`src/rtl/sub_abs_pipe_if.sv`:
```
// rtl/sub_abs_pipe_if.sv - operand/result handshake bundle for sub_abs_pipe
interface sub_abs_pipe_if #(parameter int width = 74);
    logic             in_valid;
    logic             in_ready;
    logic [width-1:0] in1;
    logic [width-1:0] in2;
    logic             out_valid;
    logic             out_ready;
    logic [width-1:0] res;
    logic             swap;
    logic             zero;

    modport master (
        output in_valid, in1, in2, out_ready,
        input  in_ready, out_valid, res, swap, zero
    );

    modport slave (
        input  in_valid, in1, in2, out_ready,
        output in_ready, out_valid, res, swap, zero
    );
endinterface

```
`src/rtl/sub_abs_pipe.sv`:
```
// rtl/sub_abs_pipe.sv - two-stage pipelined |in1 - in2| with larger-operand flag
module sub_abs_pipe #(
    parameter int width = 74
) (
    input  logic         clk,
    input  logic         rst,
    sub_abs_pipe_if.slave bus
);
    localparam int L = width / 2;
    localparam int H = width - L;

    logic             s1_v, s2_v;
    logic             s1_adv, s2_adv;

    logic [L-1:0]     s1_a_lo, s1_b_lo;
    logic             s1_ca, s1_cb;
    logic [H-1:0]     s1_in1_hi, s1_in2_hi;

    logic [L:0]       a_lo_sum, b_lo_sum;
    logic [H:0]       a_hi_sum;
    logic [H-1:0]     b_hi;
    logic [width-1:0] diff_a, diff_b;
    logic             borrow;

    logic [width-1:0] res_q;
    logic             swap_q, zero_q;

    assign s2_adv       = !s2_v || bus.out_ready;
    assign s1_adv       = !s1_v || s2_adv;
    assign bus.in_ready = s1_adv;

    // Both directions run side by side as x + ~y + 1; the low-half carries feed stage 2.
    assign a_lo_sum = {1'b0, bus.in1[L-1:0]} + {1'b0, ~bus.in2[L-1:0]} + (L+1)'(1'b1);
    assign b_lo_sum = {1'b0, bus.in2[L-1:0]} + {1'b0, ~bus.in1[L-1:0]} + (L+1)'(1'b1);

    assign a_hi_sum = {1'b0, s1_in1_hi} + {1'b0, ~s1_in2_hi} + (H+1)'(s1_ca);
    assign b_hi     = s1_in2_hi + ~s1_in1_hi + H'(s1_cb);

    assign diff_a = {a_hi_sum[H-1:0], s1_a_lo};
    assign diff_b = {b_hi, s1_b_lo};
    assign borrow = ~a_hi_sum[H];

    assign bus.out_valid = s2_v;
    assign bus.res       = res_q;
    assign bus.swap      = swap_q;
    assign bus.zero      = zero_q;

    always_ff @(posedge clk or posedge rst) begin
        if (rst) begin
            s1_v      <= 1'b0;
            s1_a_lo   <= '0;
            s1_b_lo   <= '0;
            s1_ca     <= 1'b0;
            s1_cb     <= 1'b0;
            s1_in1_hi <= '0;
            s1_in2_hi <= '0;
        end else if (s1_adv) begin
            s1_v <= bus.in_valid;
            // Payload only moves on a real transfer so bubbles keep old values.
            if (bus.in_valid) begin
                s1_a_lo   <= a_lo_sum[L-1:0];
                s1_b_lo   <= b_lo_sum[L-1:0];
                s1_ca     <= a_lo_sum[L];
                s1_cb     <= b_lo_sum[L];
                s1_in1_hi <= bus.in1[width-1:L];
                s1_in2_hi <= bus.in2[width-1:L];
            end
        end
    end

    always_ff @(posedge clk or posedge rst) begin
        if (rst) begin
            s2_v   <= 1'b0;
            res_q  <= '0;
            swap_q <= 1'b0;
            zero_q <= 1'b0;
        end else if (s2_adv) begin
            s2_v <= s1_v;
            if (s1_v) begin
                res_q  <= borrow ? diff_b : diff_a;
                swap_q <= borrow;
                zero_q <= (diff_a == '0);
            end
        end
    end
endmodule

```
`src/flat_wrapper.sv`:
```
// flat-port wrapper written by rule: the top's interface ports become plain ports
module sub_abs_pipe_flat 
#(
    parameter int width = 74
)
  (clk, rst, bus_in_valid, bus_in1, bus_in2, bus_out_ready, bus_in_ready, bus_out_valid, bus_res, bus_swap, bus_zero);
  sub_abs_pipe_if #(.width(width)) bus_i ();
  input  logic clk;
  input  logic rst;
  input wire logic [$bits(bus_i.in_valid)-1:0] bus_in_valid;
  input wire logic [$bits(bus_i.in1)-1:0] bus_in1;
  input wire logic [$bits(bus_i.in2)-1:0] bus_in2;
  input wire logic [$bits(bus_i.out_ready)-1:0] bus_out_ready;
  output wire logic [$bits(bus_i.in_ready)-1:0] bus_in_ready;
  output wire logic [$bits(bus_i.out_valid)-1:0] bus_out_valid;
  output wire logic [$bits(bus_i.res)-1:0] bus_res;
  output wire logic [$bits(bus_i.swap)-1:0] bus_swap;
  output wire logic [$bits(bus_i.zero)-1:0] bus_zero;
  assign bus_i.in_valid = bus_in_valid;
  assign bus_i.in1 = bus_in1;
  assign bus_i.in2 = bus_in2;
  assign bus_i.out_ready = bus_out_ready;
  assign bus_in_ready = bus_i.in_ready;
  assign bus_out_valid = bus_i.out_valid;
  assign bus_res = bus_i.res;
  assign bus_swap = bus_i.swap;
  assign bus_zero = bus_i.zero;
  sub_abs_pipe #(.width(width)) u_core (.clk(clk), .rst(rst), .bus(bus_i));
endmodule
```
`config.mk`:
```
export PLATFORM = sky130hd
export DESIGN_NAME = sub_abs_pipe_flat
export DESIGN_NICKNAME = d
export VERILOG_FILES = /design/src/rtl/sub_abs_pipe_if.sv /design/src/rtl/sub_abs_pipe.sv /design/src/flat_wrapper.sv
export SDC_FILE = /design/constraint.sdc
export NUM_CORES = 1
export LEC_CHECK = 0
export ABC_CLOCK_PERIOD_IN_PS = 9100
export CAP_MARGIN = 10
export CORE_ASPECT_RATIO = 1.75
export CORE_MARGIN = 2
export CORE_UTILIZATION = 40
export DETAILED_ROUTE_END_ITERATION = 16
export GPL_TIMING_DRIVEN = 0
export HOLD_SLACK_MARGIN = 0.05
export PLACE_DENSITY_LB_ADDON = 0.2
export SYNTH_ARGS = -nofsm -noshare
export SYNTH_HDL_FRONTEND = slang
export SYNTH_SLANG_ARGS = --single-unit
```
`constraint.sdc`:
```
create_clock -name clk -period 9.1 [get_ports clk]
set_clock_uncertainty 0.1 [all_clocks]
set_input_delay 1.82 -clock clk [delete_from_list [all_inputs] [get_ports clk]]
set_output_delay 1.82 -clock clk [all_outputs]
set_load 0.005 [all_outputs]
```
# After elaboration in Yosys (flattened, before gate mapping)
# Index checks and enable logic that the tools add are counted.
# word_totals
regBits	228
word_cells	32
output_inout_bits	78
in_bits	152
# classes
n_reduce_logical	7
mux	1
n_addsub	8
bitwise	5
# ops
operator	n
$not 37->37	4
$add 37x37->38	3
$add 38x1->38 const B	2
$logic_not 74->1	1
$mux 74	1
$add 38x1->38	1
$add 37x1->37	1
$add 37x37->37	1
$reduce_and 2->1	2
$logic_not 1->1	2
$logic_or 1x1->1	2
$not 1->1	1

# Longest topological paths before layout
# Gate-level depths: netlist (run 1).
# depth
ltp_word	4
mapped_depth	15

# Least setup slack after synthesis (run 1)
# Ideal clock, no wire load.
# synth_timing
path_type	input-to-reg
from	input port bus_in2[5]
to	register u_core.s1_a_lo[34]
required_ps	8917
slack_ps	4517
t_arrival_ps	4401
setup_time_ps	83
path_stages	13
cell_sequence	inv_1 ha_1 clkbuf_1 a21o_1 a21o_1 a2111oi_0 a211o_1 a21boi_0 o41ai_1 o211a_1 o21ai_0 xnor2_1 o21ai_0
# synth_via
elab_chain_len	3
# synth_rtl
item	line	text
start, declared	flat_wrapper.sv:12	input wire logic [$bits(bus_i.in2)-1:0] bus_in2;
$not 37->37	sub_abs_pipe.sv:33	assign a_lo_sum = {1'b0, bus.in1[L-1:0]} + {1'b0, ~bus.in2[L-1:0]} + (L+1)'(1'b1);
$add 37x37->38	sub_abs_pipe.sv:33	
$add 38x1->38	sub_abs_pipe.sv:33	
end signal, assigned	sub_abs_pipe.sv:61	s1_a_lo <= a_lo_sum[L-1:0];
end, declared	sub_abs_pipe.sv:15	logic [L-1:0] s1_a_lo, s1_b_lo;
# Every way passes these cells.
# A chain may end at the register's enable or synchronous reset.

# Worst setup path in the final report (run 1)
# layout_timing
from	input port bus_in2[5]
to	register u_core.s1_a_lo[30]
# Same word-level chain as after synthesis.

==> metrics.cfg, run 1 <==
[run_status]
status=finished clean

[placement]
pre_cts_ws_ns=2.99
placed_cells=2976
dp_hpwl_um=51700
gp_congestion=0.933
port_buffers=229

[hold_path]
hold_path_class=register to register

[global_routing]
grt.busiest_layer=met2
grt_max_degree=90
grtUsageMet1_pct=27.3
gr-total-overflow=0
grt_pass1_wl_um=95500
grt_util_met3_pct=1.80
met2_usage_pct=55.8
grt_pass1_vias=17100
antenna_found_initial=1
grt_use_total_pct=27.4

[timing]
slew_headroom_pct=16.0
fin_ws_ns=3.51
rsz0062_at_grt=no
timing.hold.ws_ns=0.377
worst_pin_slew_ns=1.26
min_period_over_period_pct=61.5
layout_min_cycle_time_ns=5.59
hold_viol_final=0
setup_tns_ns=0
slew_viol_final=0
setup_viol=0
fmax_ghz=0.179

[drt]
drtIter0Drc=861
wl_per_cell_um=20.9
drt_wl_total_um=63000
drc=0
viasPerCell=5.48
vias=16500
ant_nets=0
drt_pass1_iterations=5

[clock_network]
clock_latency_ns=0.56
h-tree-depth=1
path_clk_slew_ns=0.07
post_cts_buffers=0
post_cts_resized=0
cts_hold_buffers=0
cts_sinks=227
cts_root_buf=clkbuf_16
cts_tree=done
cts_inserted_buffers=22
cts_buffer_depth=3

[die]
start_util_pct=40.6
dieWidth_um=161
ios=230
core_mm2=0.0425
die-area_mm2=0.0449
core.rowCount=100
die_h_um=279

[synth]
synthFlopType=dfrtp_1
synth_top_cell_area_share_pct=32.9
yosysSeqAreaShare_pct=32.9
yosysTopAreaCell=dfrtp_1
yosysWarnings=0
synth_edf_count=0
syn_nets=2487
ys_ff_latch=227
syn_area_per_cell_um2=7.90
synth.area.top_cells=dfrtp_1 33%, ha_1 11%, nand2_1 7.5%
synthArstFlopShare_pct=100
synth_area_mm2=0.0173
ys_types=68
syn_inst=2184

[setup_path]
crit_fanout=10
required_ns=9.39
criticalPathCategory=input port to register
start_kind=input port
ff2ff_setup_slack_ns=4.67
arrival_ns=5.89
end_kind=register

[cells_and_area]
final_layout_size_suffix_gt1_share_pct=3.30
final_cell_mix=347 x nand2_1, 253 x o21ai_0, 229 x clkdlybuf4s50_1
final_common_cell=nand2_1
final_cells=3017
n_fill_cell=4333
syn_to_final_growth_pct=22.4
nets=2742

[power]
ir_drop_mv=0.140
p_leak_nw=9.58
power_density_mw_per_mm2=223

[run]
maxCapViolations=0

-- metal layers --
layer  part of all wire (%)  vias up
met2                     56      473
met3                    3.1      152
li1                       -     8018
met1                     35     7898
met4                    5.6        2
met5                  0.022        -
-- path summary, 6_finish.rpt --
kind                       cells past startpoint                         endpoint                             from
max                                           14   u_core.s1_a_lo[30]$_DFFE_PP0P_                       bus_in2[5]
min                                            2    u_core.s1_b_lo[4]$_DFFE_PP0P_    u_core.s1_b_lo[4]$_DFFE_PP0P_
max reg2reg                                   13    u_core.bus.res[1]$_DFFE_PP0P_  u_core.s1_in2_hi[9]$_DFFE_PP0P_
min reg2reg                                    2    u_core.s1_b_lo[4]$_DFFE_PP0P_    u_core.s1_b_lo[4]$_DFFE_PP0P_
max in group asynchronous                      3   u_core.bus.res[34]$_DFFE_PP0P_                              rst
min in group asynchronous                      2  u_core.s1_in2_hi[8]$_DFFE_PP0P_                              rst
-- critical path, cell delays in order --
cell	delay [ns]
clkdlybuf4s50_1	0.49
inv_1	0.05
ha_1	0.28
clkbuf_1	0.23
a21o_1	0.21
a21o_1	0.17
a2111oi_0	0.44
a211o_1	0.20
a21boi_0	0.19
o41ai_1	1.04
o211a_1	0.37
o21bai_1	0.10
xnor2_1	0.18
o21ai_0	0.10
-- report_power, final --
part / internal (W) / switching, W
registers: 0.00127 / 0.000194
clock network: 0.000610 / 0.000445
logic: 0.000919 / 0.00128
-- flip-flops by register name, indices dropped and copies added (netlist names) --
name / count
u_core.s1_in2_hi: 37
u_core.bus.out_valid: 1
u_core.s1_v: 1
u_core.bus.res: 74
u_core.bus.swap: 1
u_core.bus.zero: 1
u_core.s1_b_lo: 37
u_core.s1_in1_hi: 37
u_core.s1_ca: 1
u_core.s1_cb: 1
u_core.s1_a_lo: 36
-- final cells by class --
type / instances / area (um^2) / share of cell area (%)
multi-input combinational: 1651 / 10400 / 49.2
clock inverter: 13 / 221 / 1.05
sequential: 227 / 5680 / 26.9
tap: 561 / 702 / 3.32
timing repair buffer: 231 / 2350 / 11.1
antenna: 1 / 2.50 / 0.0118
buffer: 126 / 505 / 2.39
inverter: 180 / 683 / 3.23
clock buffer: 27 / 589 / 2.79
-- cells in the mapped netlist (all sizes together), types with 22 or more instances --
library cell / number
inv: 180
o21bai: 25
nor2: 122
xor2: 55
a31oi: 53
a21o: 70
buf: 27
ha: 145
dfrtp: 227
mux2i: 35
clkbuf: 99
nand3: 27
nand2: 347
o21ai: 270
nand2b: 23
o21a: 22
xnor2: 62
nand4: 35
a21oi: 157
-- metrics by stage --
step / cell area, um^2 / utilization (%) / total power [W]
2_1_floorplan: 17300 / - / 0.00271
3_3_place_gp: 20300 / 47.6 / 0.00363
5_1_grt: 21100 / 49.7 / 0.00500
6_report: 21100 / 49.7 / 0.00472
4_1_cts: 21100 / 49.7 / 0.00473
3_5_place_dp: 20300 / 47.8 / 0.00366
-- logic make-up after synthesis --
group / Yosys count / share of synthesized area, %
compound gates: 705 / 24.7
simple gates: 641 / 16.2
buf+inv: 306 / 6.84
flops: 227 / 32.9
fa+ha+maj: 151 / 11.2
xor+xnor: 117 / 5.94
mux: 37 / 2.16
Power figures use the tool's default switching activity.
==> run 2: changes to the inputs <==
--- a/config.mk
+++ b/config.mk
@@ -5,7 +5,7 @@
 export SDC_FILE = /design/constraint.sdc
 export NUM_CORES = 1
 export LEC_CHECK = 0
-export ABC_CLOCK_PERIOD_IN_PS = 9100
+export ABC_CLOCK_PERIOD_IN_PS = 4800
 export CAP_MARGIN = 10
 export CORE_ASPECT_RATIO = 1.75
 export CORE_MARGIN = 2
==> constraint.sdc (replaced) <==
create_clock -name clk -period 4.8 [get_ports clk]
set_clock_uncertainty 0.1 [all_clocks]
set_input_delay 0.96 -clock clk [delete_from_list [all_inputs] [get_ports clk]]
set_output_delay 0.96 -clock clk [all_outputs]
set_load 0.005 [all_outputs]
==> run 2 against run 1 <==
  * Via count is 0.39% higher
  * Worst hold slack worse by 0.00067 ns
  * Clock power increased by 71%
  * Critical path depth stayed put
  * Clock-buffer cell count rose by 5
  * Sequential share of layout area about the same
  * Wire length is 0.38% lower
  * Critical endpoint is now u_core.s1_a_lo[31]$_DFFE_PP0P_
==> metrics.cfg, run 2 (synthesis results as in run 1) <==
[cells_and_area]
multi_input_area_mm2=0.0104
final_util_pct=49.7
largest_reg_flops=74
n_fill_cell=4276
final_common_cell=nand2_1
final_layout_size_suffix_gt1_share_pct=3.54
ff_latch_area_mm2=0.00568
final_cell_mix=347 x nand2_1, 253 x o21ai_0, 229 x clkdlybuf4s50_1
syn_to_final_growth_pct=22.4
nets=2747
diodes=0

[timing]
slew_headroom_pct=21.0
min_period_over_period_pct=96.9
setup_tns_ns=0
worst_pin_slew_ns=1.18
hold_viol_final=0
slew_viol_final=0
rsz0062_at_grt=no
setup_viol=0
layout_min_cycle_time_ns=4.65
fmax_ghz=0.215

[clock_network]
cts_root_buf=clkbuf_16
cts_buffer_depth=3
cts_hold_buffers=0
clock_latency_ns=0.54
h-tree-depth=1
cts_sinks=227
cts_inserted_buffers=23
path_clk_slew_ns=0.07
cts_tree=done

[setup_path]
slowest_delay_ns=0.91
required_ns=5.13
cp_num_buf_inv=3
r2r_cells=14
crit_fanout=9
start_kind=input port
arrival_ns=4.98
timing.rr.start=u_core.s1_in2_hi[9]$_DFFE_PP0P_
cp-endpoint=u_core.s1_a_lo[31]$_DFFE_PP0P_
path_cells=clkdlybuf4s50_1 -> inv_1 -> ha_1 -> clkbuf_1 -> a21oi_1 -> o211ai_1 -> a311oi_1 -> nor2_1 -> nor3_1 -> o21a_1 -> o31ai_1 -> a221oi_1 -> nor4_1 -> a211o_1
path_delay_family=compound AO/OA/AOI/OAI gates
end_kind=register
critPathLaunch=bus_in2[6]
criticalPathCategory=input port to register
ff2ff_setup_slack_ns=0.45
timing.rr.end=u_core.bus.res[38]$_DFFE_PP0P_
cp_num_cells=14
cpMaxStageDelayCell=a221oi_1

[drt]
wl_per_cell_um=20.8
drtIter0Drc=1077
ant_nets=0
viasPerCell=5.50
drc=0
drt_wl_total_um=62800
drt_pass1_iterations=7
vias=16600

[global_routing]
grt_util_met3_pct=2.27
antenna_found_initial=1
gr-total-overflow=0
met2_usage_pct=55.7
grtUsageMet1_pct=27.6
grt_max_degree=45
grt.busiest_layer=met2
grt_pass1_wl_um=95300
grt_pass1_vias=17000
grt_use_total_pct=27.5

[power]
total_power_w=0.00876
power_density_mw_per_mm2=415
p_leak_nw=9.58
ir_drop_mv=0.245

[placement]
dp_hpwl_um=51900
port_buffers=229
gp_congestion=0.930

[run_status]
status=finished clean

[die]
core.rowCount=100
ios=230
start_util_pct=40.6
dieWidth_um=161
die_h_um=279
die-area_mm2=0.0449
core_mm2=0.0425

[run]
maxCapViolations=0

[hold_path]
hold_path_class=register to register

[run 2: final cells by class]
| cell class | count | area share (%) |
|---|---|---|
| Clock buffer | 32 | 3.03 |
| Tap cell | 561 | 3.32 |
| Clock inverter | 10 | 0.438 |
| Inverter | 180 | 3.22 |
| Buffer | 126 | 2.39 |
| Sequential cell | 227 | 26.9 |
| Multi-Input combinational cell | 1651 | 49.3 |
| Timing Repair Buffer | 235 | 11.4 |
[run 2: how the worst min path moves through the flow]
stage / to / slack [ns] / depth (start not counted) / from
2_1_floorplan: u_core.s1_b_lo[14]$_DFFE_PP0P_ / 0.34 / 2 / u_core.s1_b_lo[14]$_DFFE_PP0P_
3_3_place_gp: u_core.s1_b_lo[14]$_DFFE_PP0P_ / 0.36 / 2 / u_core.s1_b_lo[14]$_DFFE_PP0P_
3_5_place_dp: u_core.s1_b_lo[14]$_DFFE_PP0P_ / 0.36 / 2 / u_core.s1_b_lo[14]$_DFFE_PP0P_
4_1_cts: u_core.s1_b_lo[14]$_DFFE_PP0P_ / 0.38 / 2 / u_core.s1_b_lo[14]$_DFFE_PP0P_
5_1_grt: u_core.s1_b_lo[27]$_DFFE_PP0P_ / 0.40 / 2 / u_core.s1_b_lo[27]$_DFFE_PP0P_
6_report: u_core.s1_b_lo[14]$_DFFE_PP0P_ / 0.38 / 2 / u_core.s1_b_lo[14]$_DFFE_PP0P_
[run 2: power breakdown]
| part | internal, W | switching [W] | leakage [nW] | total [W] |
|---|---|---|---|---|
| combinational | 0.00175 | 0.00243 | 6.48 | 0.00418 |
| sequential | 0.00240 | 0.000375 | 2.74 | 0.00278 |
| clock | 0.000993 | 0.000814 | 0.359 | 0.00181 |
[run 2: tightest hold or removal path, delay by kind of cell, from the launching register on]
| family | cells | cell delay (ns) |
|---|---|---|
| flops | 1 | 0.34 |
| simple gates | 2 | 0.11 |
[run 2: through the flow]
stage	instance area [um^2]	std cells	setup WS (ns)	hold slack (ns)
after floorplan	17300	2184	0.774	0.339
after global placement	20300	2974	-0.974	0.357
after detailed placement	20400	2980	-0.518	0.360
after CTS	21100	3022	0.0359	0.375
after global routing	21100	3022	0.0536	0.399
final	21100	3022	0.149	0.376
[run 2: what timing repair did]
| action | CTS | global route |
|---|---|---|
| endpoints found under the setup margin | 0 | 5 |
| buffers inserted | 0 | 0 |
| gates resized for setup | 0 | 4 |
[run 2: metal layers]
| layer | up-vias | wire length [um] |
|---|---|---|
| li1 | 8022 | - |
| met1 | 7984 | 22000 |
| met2 | 449 | 35300 |
| met3 | 151 | 2220 |
| met4 | 2 | 3240 |
| met5 | - | 14 |
==> run 3: changes to the inputs <==
--- a/config.mk
+++ b/config.mk
@@ -10,9 +10,10 @@
 export CORE_ASPECT_RATIO = 1.75
 export CORE_MARGIN = 2
 export CORE_UTILIZATION = 40
+export CTS_CLUSTER_SIZE = 25
 export DETAILED_ROUTE_END_ITERATION = 16
 export GPL_TIMING_DRIVEN = 0
-export HOLD_SLACK_MARGIN = 0.05
+export HOLD_SLACK_MARGIN = 0.15
 export PLACE_DENSITY_LB_ADDON = 0.2
 export SYNTH_ARGS = -nofsm -noshare
 export SYNTH_HDL_FRONTEND = slang
==> results of run 3 <==
Same layout as run 2: the final DEF is identical, and so are final timing and power.
==> patch 1: new RTL, flow settings as in run 1 <==
`width` is set to 74 in 3 places; all go to 66.
--- a/src/rtl/sub_abs_pipe_if.sv
+++ b/src/rtl/sub_abs_pipe_if.sv
@@ -1,5 +1,5 @@
 // rtl/sub_abs_pipe_if.sv - operand/result handshake bundle for sub_abs_pipe
-interface sub_abs_pipe_if #(parameter int width = 74);
+interface sub_abs_pipe_if #(parameter int width = 66);
     logic             in_valid;
     logic             in_ready;
     logic [width-1:0] in1;
--- a/src/rtl/sub_abs_pipe.sv
+++ b/src/rtl/sub_abs_pipe.sv
@@ -1,6 +1,6 @@
 // rtl/sub_abs_pipe.sv - two-stage pipelined |in1 - in2| with larger-operand flag
 module sub_abs_pipe #(
-    parameter int width = 74
+    parameter int width = 66
 ) (
     input  logic         clk,
     input  logic         rst,
--- a/src/flat_wrapper.sv
+++ b/src/flat_wrapper.sv
@@ -1,7 +1,7 @@
 // flat-port wrapper written by rule: the top's interface ports become plain ports
 module sub_abs_pipe_flat 
 #(
-    parameter int width = 74
+    parameter int width = 66
 )
   (clk, rst, bus_in_valid, bus_in1, bus_in2, bus_out_ready, bus_in_ready, bus_out_valid, bus_res, bus_swap, bus_zero);
   sub_abs_pipe_if #(.width(width)) bus_i ();
Interface: changed (resized bus_in1, bus_in2 and bus_res); port bits go from 230 to 206. No check against the original RTL was run, so the function may have changed too.
==> patch 1 against run 1 <==
Final area fell by 12%. Largest cell class unchanged. Routed wire length down 21%. Utilization down 0.34 points. Total power fell by 14%. Sequential power fell by 10%. Setup slack worse by 0.16 ns. Sequential cell count fell by 24. Area after synthesis shrank 12%.
==> patch 1: results (changes against run 1) <==
global_route:
  grt_max_degree: 127  # +41%
  grt_pass1_vias: 14300  # -16%
  antenna_found_initial: 2  # +1
  track_usage_pct: 25.3  # -2.1 points
  grt_first_pass_wirelength_um: 77000  # -19%
layout:
  largest_register_ff_count: 66  # -11%
  n_antenna_cell: 0  # -1
  drive_above_1_share_pct: 4.70  # +1.4 points
  nets: 2342  # -15%
clock_tree:
  root_buffer: "clkbuf_16"
  post_cts_buffers: 0  # unchanged
  cts-resized-gates: 0  # unchanged
  htree_levels: 1  # unchanged
  clkLatencyLatePin_ns: 0.53  # -0.03 ns
  cts_buffer_depth: 3  # unchanged
  clk_pin_slew_ns: 0.07  # about the same
  cts_buffers: 21  # -4.5%
sta:
  slew_headroom_pct: 15.2  # -0.82 points
place:
  hpwl_um: 40900  # -21%
  portBuffers: 205  # -10%
  place_congestion: 0.908  # -2.7%
route:
  drt_iter0_markers: 601  # -30%
  post_drt_wl_per_cell_um: 19.5  # -6.6%
  routed_via_density: 5.41  # -1.4%
  ant_nets: 0  # unchanged
  dr.pass1.iters: 5  # unchanged
logic_synthesis:
  synth_area_leaders: "dfrtp_1, ha_1, o21ai_0"
  yosysSeqAreaShare_pct: 33.5  # +0.58 points
  ys_top_cells_by_count: "nand2_1, o21ai_0, dfrtp_1"
  async_flop_share_pct: 100  # unchanged
  syn_nets: 2112  # -15%
  synth_cell_types: 73  # +7.4%
  synth_top_flop_cell: "dfrtp_1"
  yosysWarnings: 0  # unchanged
pwr:
  ir_drop_v: 0.0000932  # -33%
  p_leak_nw: 8.58  # -10%
critical_path:
  cpPeakStageDelay_ns: 0.78  # -0.26 ns
  crit_path_max_fanout: 5  # -5
  cp_top_family: "compound AO/OA/AOI/OAI gates"
  cp_slowest_cell: "o21ai_0"
  worstPathArrival_ns: 6.03  # +0.14 ns
min_path:
  hold_path.class: "reg2reg"
status:
  outcome: "finished, final reports clean"
-- patch 1: kinds of logic after synthesis --
group	Yosys count	share of synthesized area, %
AO/OA/AOI/OAI	562	22.5
AND/OR/NAND/NOR	502	15.2
buffers and inverters	272	7.13
flip-flops	203	33.5
adder cells (fa/ha/maj)	135	11.4
XOR/XNOR	100	5.78
multiplexers	67	4.49
-- patch 1: cell type report --
| type | instances | area (µm²) |
|---|---|---|
| plain buffers | 107 | 462 |
| clock buffers | 23 | 553 |
| clock inverters | 14 | 96.3 |
| fillers | 3719 | 19000 |
| inverters | 165 | 627 |
| multi-input cells | 1366 | 9000 |
| flip-flops and latches | 203 | 5080 |
| well taps | 480 | 601 |
| repair buffers | 207 | 2080 |
-- patch 1: per-stage QoR --
stage	setup WS, ns	std cells	setup TNS [ns]	power [mW]	cell area [µm²]
floorplan	1.64	1841	0	2.42	15200
global placement	-1.05	2526	-206.12	3.19	17800
detailed placement	2.86	2528	0	3.22	17900
CTS	3.41	2565	0	4.08	18500
global route	3.27	2565	0	4.32	18500
finish	3.35	2565	0	4.05	18500
-- patch 1: worst register-to-register path, delay by kind of cell, from the launching register on --
family                   cells  cell delay [ns]
flip-flops                   1             0.35
XOR/XNOR                     1             0.19
AO/OA/AOI/OAI                8             2.47
buffers and inverters        2             0.46
adder cells (fa/ha/maj)      1             0.35
AND/OR/NAND/NOR              1             0.17
-- patch 1: worst paths after layout --
check,from,endpoint,slack [ns],cells past startpoint
min reg2reg,u_core.bus.res[23],u_core.bus.res[23],0.38,2
max reg2reg,u_core.s1_in2_hi[5],u_core.bus.res[62],4.87,13
min in group asynchronous,rst,u_core.bus.res[42],1.65,2
max,bus_in2[0],u_core.s1_b_lo[32],3.35,14
min,u_core.bus.res[23],u_core.bus.res[23],0.38,2
max in group asynchronous,rst,u_core.bus.res[25],6.19,3
-- patch 1: metal layers --
metal | vias up | track usage (%) | share of wire [%]
met5 | - | 0 | 0.028
met4 | 2 | 11.9 | 5.1
met3 | 111 | 2.21 | 3.4
met2 | 371 | 50.5 | 56
met1 | 6603 | 25.8 | 35
li1 | 6777 | - | -
-- patch 1: power by group --
group | total, mW | leakage (nW) | internal [mW] | switching, mW
combinational | 1.90 | 5.77 | 0.848 | 1.05
sequential | 1.31 | 2.49 | 1.14 | 0.178
clock | 0.845 | 0.319 | 0.446 | 0.398
total | 4.05 | 8.58 | 2.43 | 1.62
==> patch 2: new RTL, settings of run 1 <==
Made on the original files. Reset style: synchronous (`rst`), changed in 2 clocked blocks.
--- a/src/rtl/sub_abs_pipe.sv
+++ b/src/rtl/sub_abs_pipe.sv
@@ -45,7 +45,7 @@
     assign bus.swap      = swap_q;
     assign bus.zero      = zero_q;
 
-    always_ff @(posedge clk or posedge rst) begin
+    always_ff @(posedge clk) begin
         if (rst) begin
             s1_v      <= 1'b0;
             s1_a_lo   <= '0;
@@ -68,7 +68,7 @@
         end
     end
 
-    always_ff @(posedge clk or posedge rst) begin
+    always_ff @(posedge clk) begin
         if (rst) begin
             s2_v   <= 1'b0;
             res_q  <= '0;
Function: differs if rst is asserted again (counterexample within 4 cycles, from zero or initial values and one cycle with rst high); with rst held inactive, the same outputs for 4 cycles.
==> patch 2 against run 1 <==
Total power decreased by 26%. Largest power group unchanged. Largest cell class unchanged. Routed wire length is 5.7% higher. Final area fell by 2.2%. Area after synthesis fell by 2.2%. Cell count grew 2.3%. Sequential cell count is the same. Setup slack worse by 0.077 ns.
==> patch 2: results (changes against run 1) <==
place:
  place_inst: 3043  # +2.3%
  hpwl_um: 54500  # +5.5%
  dp_slack_ns: 2.92  # -0.0640 ns
  placed_cell_area_um2: 19900  # -2.2%
  place_congestion: 0.964  # +3.4%
logic_synthesis:
  synthAdderAreaFrac_pct: 11.5  # +0.26 points
  ys_top_cells_by_count: "nand2_1, a21oi_1, dfxtp_1"
  syn_nets: 2562  # +3.0%
  syn_avg_cell_area_um2: 7.47  # -5.5%
  synthXorXnorAreaFrac_pct: 5.92  # -0.020 points
  synth_area_leaders: "dfxtp_1, ha_1, a21oi_1"
  yosysSeqAreaShare_pct: 26.9  # -6.0 points
  synthMuxAreaShare_pct: 3.29  # +1.1 points
  synth_cell_types: 87  # +28%
  synth_compound_area_share_pct: 26.3  # +1.6 points
  synth_top_flop_cell: "dfxtp_1"
critical_path:
  rr_worst_depth: 14  # +1
  r2r-end: "u_core.bus.res[35]"
  cp-startpoint: "bus_in2[12]"
  worstPathArrival_ns: 5.97  # +0.08 ns
  crit_path_max_fanout: 7  # -3
  crit_path_end: "u_core.s1_a_lo[31]"
  r2r-start: "u_core.s1_in2_hi[12]"
  r2r_slack_ns: 3.95  # -0.72 ns
global_route:
  track_usage_pct: 29.6  # +2.1 points
  grt_max_degree: 17  # -81%
  antenna_found_initial: 0  # -1
  grt_first_pass_wirelength_um: 99900  # +4.6%
  grt_util_met1_pct: 26.9  # -0.45 points
layout:
  drive_above_1_share_pct: 3.95  # +0.65 points
  final_cells: 3085  # +2.3%
  n_antenna_cell: 0  # -1
  nets: 2816  # +2.7%
route:
  routed_via_density: 5.53  # +0.94%
  wl_um: 66600  # +5.7%
  met2_wirelength_um: 36400  # +3.3%
  met1Wirelength_um: 22400  # +0.56%
  wl_met3_um: 2030  # +4.0%
  routed.top_layer: "met4"
pwr:
  p_sw_mw: 1.29  # -33%
  ir_drop_v: 0.000137  # -2.2%
  p_leak_nw: 8.78  # -8.3%
  seqPwrFrac_pct: 33.0  # +2.1 points
  seq-power_mw: 1.15  # -21%
sta:
  worst_slew_pin_slew_ns: 1.22  # -0.0384 ns
  setup_ws_ns: 3.43  # -0.0768 ns
  whs_ns: 0.353  # -0.0239 ns
status:
  outcome: "finished, final reports clean"
min_path:
  worstHoldStart: "u_core.s1_b_lo[6]"
clock_tree:
  cts_buffers: 23  # +4.5%
==> patch 2: cell types whose count changed after synthesis, sizes merged, moves of 16 or more <==
| cell | before | now |
|---|---|---|
| dfrtp | 227 | 0 |
| dfxtp | 0 | 227 |
| o21ai | 270 | 120 |
| a21oi | 157 | 271 |
| a211oi | 10 | 72 |
| a31oi | 53 | 18 |
| nor2 | 122 | 154 |
| clkbuf | 99 | 117 |
| mux2i | 35 | 51 |
==> patch 2: worst max-delay path, cell delays in order <==
cell and delay (ns):
clkdlybuf4s50_1 0.48, inv_1 0.05, ha_1 0.28, clkbuf_1 0.19
a2111oi_0 1.02, a21oi_1 0.34, nand4_1 0.18, a31oi_1 0.10
a211o_1 0.43, a211oi_1 0.48, o31ai_1 0.14, xnor2_1 0.32
o21ai_0 0.13
==> patch 2: layout make-up <==
class                      instances  area (µm²)
multi-input combinational       1709       11000
clock inverter                    10         149
tap                              555         694
timing repair buffer             229        2290
fill                            4367       21000
clock buffer                      32         649
buffer                           145         679
sequential                       227        4540
inverter                         178         668
